==> config.mk <==
export PLATFORM = sky130hd
export DESIGN_NAME = btn_conditioner_flat
export DESIGN_NICKNAME = d
export VERILOG_FILES = /design/src/rtl/btn_conditioner_pkg.sv /design/src/rtl/btn_conditioner_if.sv /design/src/rtl/btn_debounce.sv /design/src/rtl/btn_conditioner.sv /design/src/flat_wrapper.sv
export SDC_FILE = /design/constraint.sdc
export NUM_CORES = 1
export LEC_CHECK = 0
export CAP_MARGIN = 20
export CORE_UTILIZATION = 50
export DETAILED_ROUTE_END_ITERATION = 10
export GPL_ROUTABILITY_DRIVEN = 1
export HOLD_SLACK_MARGIN = 0.15
export PLACE_DENSITY = 0.77
export SYNTH_ARGS = -nofsm -noshare
export SYNTH_HDL_FRONTEND = slang
export SYNTH_HIERARCHICAL = 1
export SYNTH_SLANG_ARGS = --single-unit
==> constraint.sdc <==
create_clock -name clock -period 1.3 [get_ports clock]
set_input_delay 0.195 -clock clock [delete_from_list [all_inputs] [get_ports clock]]
set_output_delay 0.195 -clock clock [all_outputs]
set_load 0.02 [all_outputs]
==> src/rtl/btn_conditioner_pkg.sv <==
// -----------------------------------------------------------------------------
// btn_conditioner_pkg
// Shared definitions for the push-button conditioner and the game FSM that
// consumes its events: button event codes, the per-button debounce state
// type and a helper that turns a set of simultaneous press strobes into a
// single event code.
// -----------------------------------------------------------------------------
package btn_conditioner_pkg;

   localparam int NUM_BTN = 3;

   // Event codes presented on press_code
   localparam logic [1:0] CODE_BTN0  = 2'b00;
   localparam logic [1:0] CODE_BTN1  = 2'b01;
   localparam logic [1:0] CODE_BTN2  = 2'b10;
   localparam logic [1:0] CODE_MULTI = 2'b11;

   // Per-button debounce FSM states
   typedef enum logic [1:0] {
      ST_RELEASED     = 2'b00,
      ST_PRESS_WAIT   = 2'b01,
      ST_PRESSED      = 2'b10,
      ST_RELEASE_WAIT = 2'b11
   } btn_state_e;

   // Encode the press strobes seen in one cycle. Only meaningful when at
   // least one bit is set; two or more bits collapse to CODE_MULTI.
   function automatic logic [1:0] encode_press(input logic [NUM_BTN-1:0] p);
      logic [1:0] code;
      case (p)
         3'b001:  code = CODE_BTN0;
         3'b010:  code = CODE_BTN1;
         3'b100:  code = CODE_BTN2;
         default: code = CODE_MULTI;
      endcase
      return code;
   endfunction

endpackage

==> src/rtl/btn_conditioner_if.sv <==
// -----------------------------------------------------------------------------
// btn_conditioner_if
// Event handshake between the button conditioner (master) and its consumer
// (slave).
//   press_valid : event pending (master -> slave)
//   press_code  : pending event code (master -> slave)
//   press_ack   : consumer accepts the pending event (slave -> master)
//   overrun     : sticky "press dropped while pending" flag (master -> slave)
//   overrun_clr : synchronous clear of overrun (slave -> master)
//   dbg_state   : {btn2, btn1, btn0} debounce FSM states, 2 bits each
//
// Handshake: an event transfers on a rising edge where press_valid and
// press_ack are both 1. press_valid/press_code are stable from the edge that
// raises press_valid until the edge after that transfer; press_ack is
// ignored while press_valid is 0.
// -----------------------------------------------------------------------------
interface btn_conditioner_if;
   logic       press_valid;
   logic [1:0] press_code;
   logic       press_ack;
   logic       overrun;
   logic       overrun_clr;
   logic [5:0] dbg_state;

   modport master (
      output press_valid, press_code, overrun, dbg_state,
      input  press_ack, overrun_clr
   );

   modport slave (
      input  press_valid, press_code, overrun, dbg_state,
      output press_ack, overrun_clr
   );
endinterface

==> src/rtl/btn_debounce.sv <==
// -----------------------------------------------------------------------------
// btn_debounce
// One push-button channel: input polarity fix-up, two-flop synchronizer,
// four-state debounce FSM with a saturating-free counter, and a one-cycle
// press strobe.
//   clock     : rising-edge clock
//   reset     : asynchronous active-low reset
//   btn_raw_i : unsynchronized raw button level
//   level_o   : debounced level, 1 = pressed
//   pulse_o   : one-cycle strobe on the first cycle level_o is 1
//   state_o   : current FSM state (debug)
// -----------------------------------------------------------------------------
module btn_debounce
   import btn_conditioner_pkg::*;
#(
   parameter int DEBOUNCE_CYCLES = 4,
   parameter bit BTN_ACTIVE_LOW  = 1'b0
) (
   input  logic       clock,
   input  logic       reset,
   input  logic       btn_raw_i,
   output logic       level_o,
   output logic       pulse_o,
   output btn_state_e state_o
);

   localparam int CW = $clog2(DEBOUNCE_CYCLES + 1);
   // The sample that leaves a stable state is the first of the run, so the
   // wait state finishes when the counter holds DEBOUNCE_CYCLES-2.
   localparam int LAST = (DEBOUNCE_CYCLES >= 2) ? DEBOUNCE_CYCLES - 2 : 0;
   localparam logic [CW-1:0] CNT_LAST = CW'(LAST);
   // With a single required sample the wait states are skipped entirely.
   localparam bit INSTANT = (DEBOUNCE_CYCLES == 1);

   logic       raw_in;
   logic       sync1_q, sync1_d;
   logic       sync2_q, sync2_d;
   btn_state_e state_q, state_d;
   logic [CW-1:0] cnt_q, cnt_d;
   logic       pulse_q, pulse_d;

   // Polarity is fixed before synchronization so reset value 0 = released.
   assign raw_in  = btn_raw_i ^ BTN_ACTIVE_LOW;
   assign sync1_d = raw_in;
   assign sync2_d = sync1_q;

   always_comb begin
      state_d = state_q;
      cnt_d   = cnt_q;
      pulse_d = 1'b0;
      case (state_q)
         ST_RELEASED: begin
            if (sync2_q) begin
               cnt_d = '0;
               if (INSTANT) begin
                  state_d = ST_PRESSED;
                  pulse_d = 1'b1;
               end else begin
                  state_d = ST_PRESS_WAIT;
               end
            end
         end
         ST_PRESS_WAIT: begin
            if (!sync2_q) begin
               state_d = ST_RELEASED;
               cnt_d   = '0;
            end else if (cnt_q == CNT_LAST) begin
               state_d = ST_PRESSED;
               cnt_d   = '0;
               pulse_d = 1'b1;
            end else begin
               cnt_d = cnt_q + CW'(1);
            end
         end
         ST_PRESSED: begin
            if (!sync2_q) begin
               cnt_d = '0;
               if (INSTANT) begin
                  state_d = ST_RELEASED;
               end else begin
                  state_d = ST_RELEASE_WAIT;
               end
            end
         end
         ST_RELEASE_WAIT: begin
            if (sync2_q) begin
               state_d = ST_PRESSED;
               cnt_d   = '0;
            end else if (cnt_q == CNT_LAST) begin
               state_d = ST_RELEASED;
               cnt_d   = '0;
            end else begin
               cnt_d = cnt_q + CW'(1);
            end
         end
         default: begin
            state_d = ST_RELEASED;
            cnt_d   = '0;
         end
      endcase
   end

   always_ff @(posedge clock or negedge reset) begin
      if (!reset) begin
         sync1_q <= 1'b0;
         sync2_q <= 1'b0;
         state_q <= ST_RELEASED;
         cnt_q   <= '0;
         pulse_q <= 1'b0;
      end else begin
         sync1_q <= sync1_d;
         sync2_q <= sync2_d;
         state_q <= state_d;
         cnt_q   <= cnt_d;
         pulse_q <= pulse_d;
      end
   end

   assign level_o = (state_q == ST_PRESSED) || (state_q == ST_RELEASE_WAIT);
   assign pulse_o = pulse_q;
   assign state_o = state_q;

endmodule

==> src/rtl/btn_conditioner.sv <==
// -----------------------------------------------------------------------------
// btn_conditioner
// Three-button front end: debounces each button, strobes accepted presses and
// queues a single pending event (button index or multi-press) for a consumer.
//   clock       : rising-edge clock
//   reset       : asynchronous active-low reset
//   btn_raw     : raw button levels, bit i = button i
//   btn_level   : debounced levels, 1 = pressed
//   press_pulse : one-cycle strobe per button on each accepted press
//   ev          : event handshake (press_valid/press_code/press_ack,
//                 overrun/overrun_clr, debug FSM states)
// Optional feature: define BTN_COND_OVERRUN_EN to build the sticky overrun
// flag; otherwise overrun is tied low and overrun_clr is ignored.
// -----------------------------------------------------------------------------
module btn_conditioner
   import btn_conditioner_pkg::*;
#(
   parameter int DEBOUNCE_CYCLES = 4,
   parameter bit BTN_ACTIVE_LOW  = 1'b0
) (
   input  logic                clock,
   input  logic                reset,
   input  logic [NUM_BTN-1:0]  btn_raw,
   output logic [NUM_BTN-1:0]  btn_level,
   output logic [NUM_BTN-1:0]  press_pulse,
   btn_conditioner_if.master   ev
);

   btn_state_e st [NUM_BTN];

   for (genvar i = 0; i < NUM_BTN; i++) begin : g_btn
      btn_debounce #(
         .DEBOUNCE_CYCLES (DEBOUNCE_CYCLES),
         .BTN_ACTIVE_LOW  (BTN_ACTIVE_LOW)
      ) u_deb (
         .clock     (clock),
         .reset     (reset),
         .btn_raw_i (btn_raw[i]),
         .level_o   (btn_level[i]),
         .pulse_o   (press_pulse[i]),
         .state_o   (st[i])
      );
   end

   assign ev.dbg_state = {st[2], st[1], st[0]};

   // ---------------------------------------------------------------------
   // Event capture
   // ---------------------------------------------------------------------
   logic       valid_q, valid_d;
   logic [1:0] code_q, code_d;
   logic       any_press;
   logic       take;

   assign any_press = |press_pulse;
   // An ack in the same cycle frees the slot, so the new press replaces the
   // acknowledged event without a bubble.
   assign take      = any_press && (!valid_q || ev.press_ack);

   always_comb begin
      valid_d = valid_q;
      code_d  = code_q;
      if (take) begin
         valid_d = 1'b1;
         code_d  = encode_press(press_pulse);
      end else if (valid_q && ev.press_ack) begin
         valid_d = 1'b0;
      end
   end

   always_ff @(posedge clock or negedge reset) begin
      if (!reset) begin
         valid_q <= 1'b0;
         code_q  <= 2'b00;
      end else begin
         valid_q <= valid_d;
         code_q  <= code_d;
      end
   end

   assign ev.press_valid = valid_q;
   assign ev.press_code  = code_q;

   // ---------------------------------------------------------------------
   // Overrun flag
   // ---------------------------------------------------------------------
`ifdef BTN_COND_OVERRUN_EN
   logic overrun_q, overrun_d;
   logic drop;

   assign drop = any_press && valid_q && !ev.press_ack;

   // Clear wins over a drop in the same cycle.
   always_comb begin
      overrun_d = overrun_q;
      if (ev.overrun_clr) begin
         overrun_d = 1'b0;
      end else if (drop) begin
         overrun_d = 1'b1;
      end
   end

   always_ff @(posedge clock or negedge reset) begin
      if (!reset) begin
         overrun_q <= 1'b0;
      end else begin
         overrun_q <= overrun_d;
      end
   end

   assign ev.overrun = overrun_q;
`else
   logic unused_overrun_clr;
   assign unused_overrun_clr = ev.overrun_clr;
   assign ev.overrun         = 1'b0;
`endif

endmodule

==> src/flat_wrapper.sv <==
// flat-port wrapper written by rule: the top's interface ports become plain ports
module btn_conditioner_flat import btn_conditioner_pkg::*;
#(
   parameter int DEBOUNCE_CYCLES = 4,
   parameter bit BTN_ACTIVE_LOW  = 1'b0
)
  (clock, reset, btn_raw, btn_level, press_pulse, ev_press_valid, ev_press_code, ev_overrun, ev_dbg_state, ev_press_ack, ev_overrun_clr);
  btn_conditioner_if ev_i ();
  input  logic clock;
  input  logic reset;
  input  logic [NUM_BTN-1:0] btn_raw;
  output logic [NUM_BTN-1:0] btn_level;
  output logic [NUM_BTN-1:0] press_pulse;
  output wire logic [$bits(ev_i.press_valid)-1:0] ev_press_valid;
  output wire logic [$bits(ev_i.press_code)-1:0] ev_press_code;
  output wire logic [$bits(ev_i.overrun)-1:0] ev_overrun;
  output wire logic [$bits(ev_i.dbg_state)-1:0] ev_dbg_state;
  input wire logic [$bits(ev_i.press_ack)-1:0] ev_press_ack;
  input wire logic [$bits(ev_i.overrun_clr)-1:0] ev_overrun_clr;
  assign ev_press_valid = ev_i.press_valid;
  assign ev_press_code = ev_i.press_code;
  assign ev_overrun = ev_i.overrun;
  assign ev_dbg_state = ev_i.dbg_state;
  assign ev_i.press_ack = ev_press_ack;
  assign ev_i.overrun_clr = ev_overrun_clr;
  btn_conditioner #(.DEBOUNCE_CYCLES(DEBOUNCE_CYCLES), .BTN_ACTIVE_LOW(BTN_ACTIVE_LOW)) u_core (.clock(clock), .reset(reset), .btn_raw(btn_raw), .btn_level(btn_level), .press_pulse(press_pulse), .ev(ev_i));
endmodule
==> run metrics <==
status finished, final reports clean; Placed Instances 152; Area growth, synth to finish 27.2%; YS warnings 6; critical path data required time 1.11 ns; met2 wire len 1.06 mm; internal cell power 1.79 mW; Clock Path Buffers 2; Rows 17; sequential element share of the synthesized area 56.8%; I/O Pins 23; Setup WS post-layout 0.00918 ns; Avg Inst Size Synth 12.4 um2; Reg clk slew, reported paths 0.13 ns; vias in the first global route 848; Netlist cell types 20; Final Hold Fails 0; slowest stage cell on the critical path dfrtp_1; Sequential Power Share 44.3%; Routability Congestion 0.651; Top Metal Used met4; Setup Crit Path Kind register to output pin; hold_ws 0.216 ns; clock skew 0.00349 ns; Antenna Nets Post-Route 0; CTS root buf clkbuf_4; Max FO, Critical Path 5; PnR Total Power 2.90 mW; Max-Cap Viols 0; layout cells sized above 1 18.0%; period utilization 99.3%; RSZ-0062 raised after global routing true; Register-to-Register Path Depth 3; total die area 2580 um2; via/cell ratio 5.31; peak supply drop 1.18 mV; CP Buf/Inv Count 1; Clock power frac 11.6%; worst hold path class primary input to async pin; Comb power frac 44.1%; post-synth net total 103; Routed WL 2.02 mm; met3 WL 70 um; FF-to-FF End u_core/g_btn[0].u_deb/cnt_q[1]$_DFFE_PN0P_; Final nets 136; Wirelength per Cell 13.0 um; largest net degree at the start of global routing 28; detailed placement HPWL 1.53 mm; area of the core 2230 um2; CTS Hold Bufs 0; fin crit period 1.29 ns; Sw Ratio 38.5%; final setup violating endpoints 0; Num CTS Buffers 3; # H-tree levels 1; Worst setup SP type register; Setup Buffers After CTS 0; Cells after Synth 96; Fillers 171; first-pass GRT wire length 3.54 mm; # resized after CTS 15; Initial Utilization 53.2%; Yosys reg bits 27; Die Y 50.8 um; CP endpoint kind output pin; Synth Cell Area 1190 um2; cell family with most CP delay flip-flops; crit-path cells dlygate4sd2_1; DR vias 828; Power Dens Cells 1920 nW/um2; CTS tree done; reg-to-reg slack, setup 0.06 ns; die width 50.8 um; Switch Pwr 1.12 mW; IO buf count 20; Fmax 775 MHz; Post-route DRC 0; Iter 0 DRT Violations 26; Arr. time, crit path 1.10 ns; Leak 0.691 nW; initial antenna violation count 0; clk_lat worst skew 0.30 ns; total gr overflow 0; Global Route Usage Sum 18.4%; Routed met1 length 873 um; max incr delay on CP 0.43 ns; dpl ws 0.0577 ns; Pre-antenna DRT Iters 4; Final Non-Filler Cells 156; CTS sink cnt 27; Final Slew Violations 0; Antenna Cells 0
layout make-up:
| type | count | area (um2) | share of cell area (%) |
|---|---|---|---|
| timing repair buffer | 32 | 280 | 18.5 |
| multi-input combinational | 65 | 494 | 32.7 |
| sequential | 27 | 676 | 44.7 |
| clock buffer | 4 | 26.3 | 1.74 |
| tap | 28 | 35.0 | 2.32 |
synthesized netlist by cell type, drive strengths merged:
cell type   n  area (um2)
dfrtp      27         676
nand2b      9        78.8
nor2b       7        43.8
o21ai       7        35.0
nand2       6        22.5
o22ai       6        37.5
xor2        6        52.6
and3b       3        26.3
clkbuf      3        11.3
mux2        3        33.8
mux2i       3        30.0
nand4b      3        26.3
nor3b       3        56.3
or2b        3        22.5
a21oi       2        10.0
nor2        2        7.51
buf         1        7.51
conb        1        3.75
or4         1        7.51
layout by cell type (no fill, tap or decap):
| cell | n |
|---|---|
| clkbuf_4 | 3 |
| nand2b_1 | 6 |
| o22ai_1 | 6 |
| nand2b_4 | 3 |
| clkbuf_1 | 1 |
| clkdlybuf4s50_1 | 5 |
| dfrtp_1 | 27 |
| and3b_1 | 3 |
| nor2_1 | 2 |
| mux2i_1 | 3 |
| xor2_1 | 6 |
| clkbuf_2 | 2 |
| or4_1 | 1 |
| o21ai_0 | 7 |
| nor2b_1 | 7 |
| dlygate4sd2_1 | 10 |
| buf_4 | 11 |
| or2b_1 | 3 |
| conb_1 | 1 |
| mux2_1 | 3 |
| clkdlybuf4s15_1 | 3 |
| a21oi_1 | 2 |
| nor3b_4 | 3 |
| buf_12 | 1 |
| nand4b_1 | 3 |
| nand2_1 | 6 |
power by group through the flow:
stage | combinational (mW) | clock, mW | sequential, mW
2_1_floorplan | 0.600 | 0 | 1.48
3_3_place_gp | 1.35 | 0 | 1.29
3_5_place_dp | 1.40 | 0 | 1.32
4_1_cts | 1.28 | 0.350 | 1.29
5_1_grt | 1.38 | 0.379 | 1.33
6_report | 1.28 | 0.338 | 1.29
worst max-delay path by stage:
stage                     slack, ns                                          to                                       start  depth (start not counted)
final                         0.009                                btn_level[0]                                    register                          1
after global routing          -0.06  u_core/g_btn[0].u_deb/cnt_q[1]$_DFFE_PN0P_                                    register                          3
after CTS                     0.004                                btn_level[0]                                    register                          1
after detailed placement       0.06           u_core/ev.press_valid$_DFFE_PN0P_                                ev_press_ack                          3
after global placement         0.08           u_core/ev.press_valid$_DFFE_PN0P_                                ev_press_ack                          3
after floorplan                0.11                                    register  u_core/g_btn[0].u_deb/cnt_q[2]$_DFFE_PN0P_                          3
cell families (layout without fill, tap and decap cells):
logic type      after synthesis  count (layout)  share of synthesized area, %
simple gates                 37              37                          24.5
buf+inv                       4              36                          1.58
other cells                   1               1                         0.315
xor+xnor                      6               6                          4.42
flops                        27              27                          56.8
mux                           6               6                          5.37
compound gates               15              15                          6.95
per-stage QoR:
stage                     utilization (%)  TNS, ns  area, um2
final                                67.7        0       1510
after global routing                 67.7   -0.133       1510
after CTS                            67.8        0       1520
after detailed placement             67.5        0       1510
after global placement               67.5        0       1510
after floorplan                         -        0       1190
routing by layer:
layer  global-route usage (%)  vias to the layer above
met5                        0                        -
met4                     6.48                        0
met3                     2.12                        2
met2                     34.0                       20
met1                     21.9                      413
li1                         -                      393
No activity file was read; power rests on OpenSTA's default activity.
